[config.mk]
export PLATFORM = sky130hd
export DESIGN_NAME = pipeline_hazard_ctrl
export DESIGN_NICKNAME = d
export VERILOG_FILES = /design/src/rtl/hazard_pkg.sv /design/src/rtl/reg_use_decode.sv /design/src/rtl/pipeline_hazard_ctrl.sv
export SDC_FILE = /design/constraint.sdc
export NUM_CORES = 1
export LEC_CHECK = 0
export CORE_UTILIZATION = 40
export DETAILED_ROUTE_END_ITERATION = 10
export GPL_TIMING_DRIVEN = 0
export PLACE_DENSITY = 0.71
export SKIP_LAST_GASP = 1
export SLEW_MARGIN = 15
export SYNTH_ARGS = -nofsm -noshare
export SYNTH_HDL_FRONTEND = slang
export SYNTH_SLANG_ARGS = --single-unit
[constraint.sdc]
create_clock -name clk -period 7.25 [get_ports clk]
set_input_delay 1.45 -clock clk [delete_from_list [all_inputs] [get_ports clk]]
set_output_delay 1.45 -clock clk [all_outputs]
set_load 0.02 [all_outputs]
[src/rtl/hazard_pkg.sv]
// Shared opcode constants and hazard-sequencer state encoding for the
// 5-stage RV64 pipeline control logic.
package hazard_pkg;

  localparam logic [6:0] MATHr  = 7'b0110011;
  localparam logic [6:0] MATHWr = 7'b0111011;
  localparam logic [6:0] JAL    = 7'b1101111;
  localparam logic [6:0] BRANCH = 7'b1100011;
  localparam logic [6:0] LUI    = 7'b0110111;
  localparam logic [6:0] AUIPC  = 7'b0010111;
  localparam logic [6:0] STORE  = 7'b0100011;
  localparam logic [6:0] LOAD   = 7'b0000011;

  typedef enum logic [1:0] {
    ST_RUN        = 2'd0,
    ST_MEM_WAIT   = 2'd1,
    ST_FETCH_WAIT = 2'd2
  } state_t;

endpackage

[src/rtl/reg_use_decode.sv]
// Extracts source-register fields from an instruction and flags which of
// them the opcode actually reads; shared with the forwarding unit.
module reg_use_decode
  import hazard_pkg::*;
(
  input  logic [31:0] inst,
  output logic [4:0]  rs1,
  output logic [4:0]  rs2,
  output logic        rs1_used,
  output logic        rs2_used
);

  logic [6:0] opcode;
  logic       unused_inst_bits;

  assign opcode = inst[6:0];
  assign rs1    = inst[19:15];
  assign rs2    = inst[24:20];

  // Immediate, funct and rd fields play no part in operand usage.
  assign unused_inst_bits = ^{inst[31:25], inst[14:7]};

  assign rs1_used = (opcode != JAL) && (opcode != LUI) && (opcode != AUIPC);
  assign rs2_used = (opcode == MATHr) || (opcode == MATHWr) ||
                    (opcode == BRANCH) || (opcode == STORE);

endmodule

[src/rtl/pipeline_hazard_ctrl.sv]
// Stall/flush sequencer covering load-use, redirect, fetch-wait and
// data-memory-wait hazards, with performance counters and a timeout flag.
module pipeline_hazard_ctrl
  import hazard_pkg::*;
#(
  parameter int CNT_W   = 32,
  parameter int TIMEOUT = 255,
  parameter int TO_W    = 8
) (
  input  logic             clk,
  input  logic             rst,
  input  logic [31:0]      id_inst,
  input  logic             ex_mem_read,
  input  logic [4:0]       ex_rd,
  input  logic             ex_branch_taken,
  input  logic             imem_ready,
  input  logic             dmem_req,
  input  logic             dmem_ready,
  output logic             pc_stall,
  output logic             ifid_stall,
  output logic             ifid_flush,
  output logic             idex_stall,
  output logic             idex_flush,
  output logic             exmem_stall,
  output logic             memwb_bubble,
  output logic [1:0]       state,
  output logic             mem_timeout,
  output logic [CNT_W-1:0] stall_cycles,
  output logic [CNT_W-1:0] flush_count
);

  localparam logic [TO_W-1:0] TO_LIMIT = TO_W'(TIMEOUT);

  state_t          state_q, state_d;
  logic [4:0]      rs1, rs2;
  logic            rs1_used, rs2_used;
  logic            load_use;
  logic            mem_wait;
  logic            redirect;
  logic [TO_W-1:0] to_cnt, to_cnt_d;

  reg_use_decode u_decode (
    .inst     (id_inst),
    .rs1      (rs1),
    .rs2      (rs2),
    .rs1_used (rs1_used),
    .rs2_used (rs2_used)
  );

  assign load_use = ex_mem_read && (ex_rd != 5'd0) &&
                    ((rs1_used && (rs1 == ex_rd)) || (rs2_used && (rs2 == ex_rd)));

  // NOTE: every signal driven here gets a default first so no latch is inferred.
  always_comb begin
    pc_stall     = 1'b0;
    ifid_stall   = 1'b0;
    ifid_flush   = 1'b0;
    idex_stall   = 1'b0;
    idex_flush   = 1'b0;
    exmem_stall  = 1'b0;
    memwb_bubble = 1'b0;
    mem_wait     = 1'b0;
    redirect     = 1'b0;
    state_d      = ST_RUN;
    // Outputs are forced quiet while reset is held, regardless of inputs.
    if (!rst) begin
      if (dmem_req && !dmem_ready) begin
        // EX is frozen, so branch and load-use are re-evaluated next cycle.
        pc_stall     = 1'b1;
        ifid_stall   = 1'b1;
        idex_stall   = 1'b1;
        exmem_stall  = 1'b1;
        memwb_bubble = 1'b1;
        mem_wait     = 1'b1;
        state_d      = ST_MEM_WAIT;
      end else if (ex_branch_taken) begin
        // The squashed ID instruction cannot cause a load-use stall.
        ifid_flush = 1'b1;
        idex_flush = 1'b1;
        redirect   = 1'b1;
      end else if (load_use) begin
        pc_stall   = 1'b1;
        ifid_stall = 1'b1;
        idex_flush = 1'b1;
      end else if (!imem_ready) begin
        pc_stall   = 1'b1;
        ifid_flush = 1'b1;
        state_d    = ST_FETCH_WAIT;
      end
    end
  end

  always_comb begin
    to_cnt_d = '0;
    if (mem_wait) begin
      to_cnt_d = (to_cnt == TO_LIMIT) ? to_cnt : to_cnt + TO_W'(1);
    end
  end

  // NOTE: sequential state uses non-blocking assignments so all registers
  // sample pre-edge values; combinational blocks above use blocking.
  always_ff @(posedge clk or posedge rst) begin
    if (rst) begin
      state_q <= ST_RUN;
    end else begin
      state_q <= state_d;
    end
  end

  always_ff @(posedge clk or posedge rst) begin
    if (rst) begin
      to_cnt       <= '0;
      mem_timeout  <= 1'b0;
      stall_cycles <= '0;
      flush_count  <= '0;
    end else begin
      to_cnt <= to_cnt_d;
      if (to_cnt_d == TO_LIMIT) begin
        mem_timeout <= 1'b1;
      end
      if (pc_stall && (stall_cycles != '1)) begin
        stall_cycles <= stall_cycles + CNT_W'(1);
      end
      if (redirect && (flush_count != '1)) begin
        flush_count <= flush_count + CNT_W'(1);
      end
    end
  end

  assign state = state_q;

endmodule

Word level (Yosys, flattened, before mapping)
Cells that the tools add are included.
Operators by class
  $add $sub $neg: 3
  multipliers: 0
  divide/modulo/power cells: 0
  order comparisons: 0
  eq/ne operators: 13
  shifts and indexed selects: 0
  mux-type cells: 28
  bitwise operators: 0
  reduce and logical (&&, ||, !) cells: 15
Operator list (count)
  adder 32 x 1 -> 32 bit (second input constant): 2
  != test 32 bit (second input constant): 2
  equality test 7 x 6 -> 1 bit (second input constant): 3
  two-way mux 1 bit: 21
  equality test 8 bit (second input constant): 2
  two-way mux 8 bit: 2
  equality test 5 bit: 2
  two-way mux 2 bit: 5
  logical AND 1 bit: 9
  adder 8 x 1 -> 8 bit (second input constant): 1
  equality test 7 bit (second input constant): 1
  != test 7 x 5 -> 1 bit (second input constant): 1
  != test 7 x 6 -> 1 bit (second input constant): 1
  != test 7 bit (second input constant): 1
  nonzero test 5 bit: 1
  logical OR 1 bit: 4
  zero test 1 bit: 1
Storage, ports and cells
  bits in registers: 75
  latch bits: 0
  RAM bits: 0
  bits in read-only memories: 0
  input port bits: 44
  output and inout port bits: 74
  logic and storage cells: 64
  memories kept: 0

Logic depth before layout (Yosys ltp)
  depth in word-level cells: 12
  gate-level depth with buffers: 8
  mapped depth without buffers: 7

Modules after synthesis
A second synthesis with hierarchy kept.
Unflattened totals
  cells, all modules: 388
  area total of the unflattened synthesis: 3935.0 µm²
Modules (own cells, without submodules)
  pipeline_hazard_ctrl: times used 1, cells an instance 372, area an instance 3808.7 µm², seq. area each 1876.8 µm²
  reg_use_decode: times used 1, cells an instance 16, area an instance 126.4 µm², seq. area each 0.0 µm²

Worst setup path before layout
OpenSTA, ideal clock, no wires.
  path kind: input-to-output
  start: input rst
  end: output pc_stall
  arrival time: 4.230 ns
  required time: 5.800 ns
  path slack: 1.570 ns
  stages: 5
  path buffers: 0
  cells stage by stage: inv_1 > nand2b_1 > inv_1 > o32ai_2 > inv_1
On the way
  cells in the longest elaborated chain, start to end: 1
Ends and longest elaborated chain
  from (decl): line pipeline_hazard_ctrl.sv:11  | input logic rst,
  two-way mux 1 bit: line pipeline_hazard_ctrl.sv:66  | if (!rst) begin
  to (decl): line pipeline_hazard_ctrl.sv:19  | output logic pc_stall,
Every way passes these cells.

Final worst setup path
  start: input ex_rd[0]
  end: output ifid_flush
On the way
  cells in the longest elaborated chain, start to end: 8
  elaborated cells on any way between the ends: 12
  classes of those cells: eq/ne (2); mux (4); reduce/logical (6)
Ends and longest elaborated chain
  from (decl): line pipeline_hazard_ctrl.sv:14  | input logic [4:0] ex_rd,
  equality test 5 bit: line pipeline_hazard_ctrl.sv:51  | ((rs1_used && (rs1 == ex_rd)) || (rs2_used && (rs2 == ex_rd)));
  logical AND 1 bit: line pipeline_hazard_ctrl.sv:51
  logical OR 1 bit: line pipeline_hazard_ctrl.sv:51
  logical AND 1 bit *: line pipeline_hazard_ctrl.sv:50  | assign load_use = ex_mem_read && (ex_rd != 5'd0) &&
  two-way mux 1 bit *: line pipeline_hazard_ctrl.sv:81  | end else if (load_use) begin
  two-way mux 1 bit *: line pipeline_hazard_ctrl.sv:76  | end else if (ex_branch_taken) begin
  two-way mux 1 bit *: line pipeline_hazard_ctrl.sv:67  | if (dmem_req && !dmem_ready) begin
  two-way mux 1 bit *: line pipeline_hazard_ctrl.sv:66
  to (decl): line pipeline_hazard_ctrl.sv:21  | output logic ifid_flush,
Mark *: on every way between the ends. The rest lies on a longest branch, timed or not.

==> results.cfg <==
[timing]
clock_skew_ns = 0.0109
max_slew_margin_pct = 62.5
fmax_mhz = 190
tightest_slew_ns = 0.563
finalCritPeriodShare_pct = 72.4
finalSetupViolCount = 0
fin_setup_tns_ns = 0
hold_viol = 0
slew_viol_final = 0
layout_min_cycle_time_ns = 5.25
grt_setup_unrepaired = false
fin_ws_ns = 2.00

[grt]
grt_max_degree = 48
grt_usage_pct = 18.3
grt-ovfl-total = 0
grt_pass1_vias = 2978
antenna_found_initial = 0
grt_pass1_wl_um = 14100

[cts]
cts_buffer_depth = 2
clk_pin_slew_ns = 0.08
cts_tree = yes
clk-insertion-delay-late_ns = 0.34
cts_setup_buffers = 0
cts_sinks = 75
root_buffer = clkbuf_8
cts_buffers = 9
post_cts_resized = 0
hold_buffers = 0
htree_levels = 3

[floorplan]
start_util_pct = 42.0
die_w_um = 98.7
core_um2 = 8890
die-area_um2 = 9730
chipHeight_um = 98.7
rows = 34
num_io_pins = 118

[logic_synthesis]
ys_seq_area_share_pct = 50.2
synthAdderAreaFrac_pct = 1.00
yosys.cell_types.count = 45
synth.area.mux_share_pct = 0.870
ys_ff_latch = 75
ys_warn_count = 0
synth_nets = 403
synth_simple_gate_area_share_pct = 25.1
synth_top_family_by_area = simple AND/OR/NAND/NOR gates
syn_area_per_cell_um2 = 10.5
synthXorXnorAreaFrac_pct = 16.9
netlist_area_um2 = 3740
syn_inst = 356
synth_compound_area_share_pct = 4.45

[placement]
dp_hpwl_um = 6410
placed_area_um2 = 4920
gp_congestion = 0.779
port_buffers = 102
place_ws_ns = 1.98

[worst_setup_path]
crit_family = buffers and inverters
cp.required_ns = 5.80
worstSetupPathType = input port to output port
worstPathArrival_ns = 3.80
crit_chain = clkdlybuf4s50_1 > xnor2_1 > nand4b_1 > nor4_1 > nor2_1 > nor2_1 > nor2_1 > o21a_1 > clkdlybuf4s50_1
cpMostUsedCell = nor2_1
worst_r2r_path_depth = 7
worstSetupPathDepth = 9
end_kind = output port
critPathLaunchType = input port
cpMaxStageDelayCell = clkdlybuf4s50_1
cp_num_buf_inv = 2
slowest_delay_ns = 0.53
path_max_fanout = 3

[drt]
vias_per_cell = 5.16
wl_per_cell_um = 14.6
antenna_left = 0
dr.pass1.iters = 4
wirelength_um = 8540
vias = 3010
initialDrtViolationCount = 82
drc = 0

[layout]
nNetsFinal = 517
area_delta_synth_final_pct = 38.7
most-common-layout-cells = clkdlybuf4s50_1 (102), dfrtp_1 (75), xnor2_1 (48), nand2_1 (32)
drive_gt1_share_pct = 8.42
mostFrequentLayoutCell = clkdlybuf4s50_1
final_util_pct = 58.3
diodes = 0
design_area_um2 = 5180

[power_and_ir_drop]
peakVddDrop_mv = 0.130
total_leakage_power_nw = 2.22
total_power_mw = 1.11
p_per_area_nw_per_um2 = 214

[min_path]
worstHoldPathCells = 1
hold_class = flop to flop

[status]
status = complete, no violations

[flow_run]
max_cap_violations = 0
[worst paths after layout]
path	start	endpoint	slack, ns
setup / recovery	ex_rd[0]	ifid_flush	2.00
hold / removal	mem_timeout$_DFFE_PP0N_	mem_timeout$_DFFE_PP0N_	0.48
setup reg to reg	stall_cycles[0]$_DFFE_PP0P_	stall_cycles[30]$_DFFE_PP0P_	5.00
hold reg to reg	mem_timeout$_DFFE_PP0N_	mem_timeout$_DFFE_PP0N_	0.48
max in group asynchronous	rst	flush_count[7]$_DFFE_PP0P_	5.20
min in group asynchronous	rst	to_cnt[0]$_DFF_PP0_	1.50
[report_power, final]
part | switching, mW | total [mW] | leakage (nW) | internal, mW
sequential | 0.0430 | 0.494 | 1.01 | 0.451
combinational | 0.103 | 0.211 | 1.08 | 0.108
clock | 0.150 | 0.406 | 0.133 | 0.257
total | 0.295 | 1.11 | 2.22 | 0.816
[Yosys cell counts (all sizes together)]
master / number / area, um2
inv: 6 / 22.5
mux2i: 1 / 10.0
or4: 1 / 7.51
a21boi: 1 / 7.51
xnor2: 48 / 420
nand4: 19 / 119
a21o: 1 / 15.0
o21a: 2 / 15.0
nor3: 13 / 95.1
buf: 3 / 26.3
or3: 1 / 6.26
and3: 19 / 119
nand4b: 1 / 8.76
a21oi: 4 / 23.8
nand3: 31 / 155
nand3b: 1 / 7.51
nor2b: 1 / 6.26
ha: 3 / 37.5
nand2b: 3 / 18.8
and4: 4 / 35.0
o32ai: 1 / 16.3
a31oi: 3 / 18.8
and2: 5 / 31.3
a31o: 1 / 8.76
or2: 2 / 12.5
o211ai: 2 / 20.0
mux2: 2 / 22.5
nor2: 31 / 116
o21ai: 6 / 30.0
nor4: 4 / 52.6
dfrtp: 75 / 1880
xor2: 24 / 210
clkbuf: 2 / 7.51
nand2: 32 / 120
o2111a: 1 / 11.3
nor3b: 2 / 26.3
[registers in the layout, summed over array words and instances (netlist names)]
| signal | count |
|---|---|
| mem_timeout | 1 |
| state | 2 |
| flush_count | 32 |
| stall_cycles | 32 |
| to_cnt | 8 |
[kinds of logic (layout without fill, tap and decap cells)]
kind of cell,Yosys count,in the layout
xor+xnor,72,72
simple gates,170,170
mux,3,3
buf+inv,11,130
compound gates,22,22
fa+ha+maj,3,3
flops,75,75
[through the flow]
step / std cells / hold slack (ns)
finish: 583 / 0.477
global route: 583 / 0.517
CTS: 583 / 0.484
floorplan: 356 / 0.485
detailed placement: 567 / 0.461
global placement: 566 / 0.466
[metal layers]
| layer | track usage (%) | part of all wire [%] | up-vias | routed length (um) |
|---|---|---|---|---|
| met3 | 5.82 | 7.2 | 7 | 616 |
| met2 | 29.3 | 46 | 88 | 3960 |
| met1 | 23.5 | 45 | 1450 | 3880 |
| met4 | 6.54 | 0.91 | 0 | 78 |
| li1 | - | - | 1465 | - |
| met5 | 0 | 0 | - | 0 |
[layout make-up]
class                      instances  area [um2]
multi-input combinational        270        1800
clock inverter                     4        95.1
sequential                        75        1880
timing repair buffer             103        1050
buffer                             5        33.8
inverter                           6        25.0
clock buffer                      12         165
fill                             779        3710
tap                              108         135
Power figures use the tool's default switching activity.
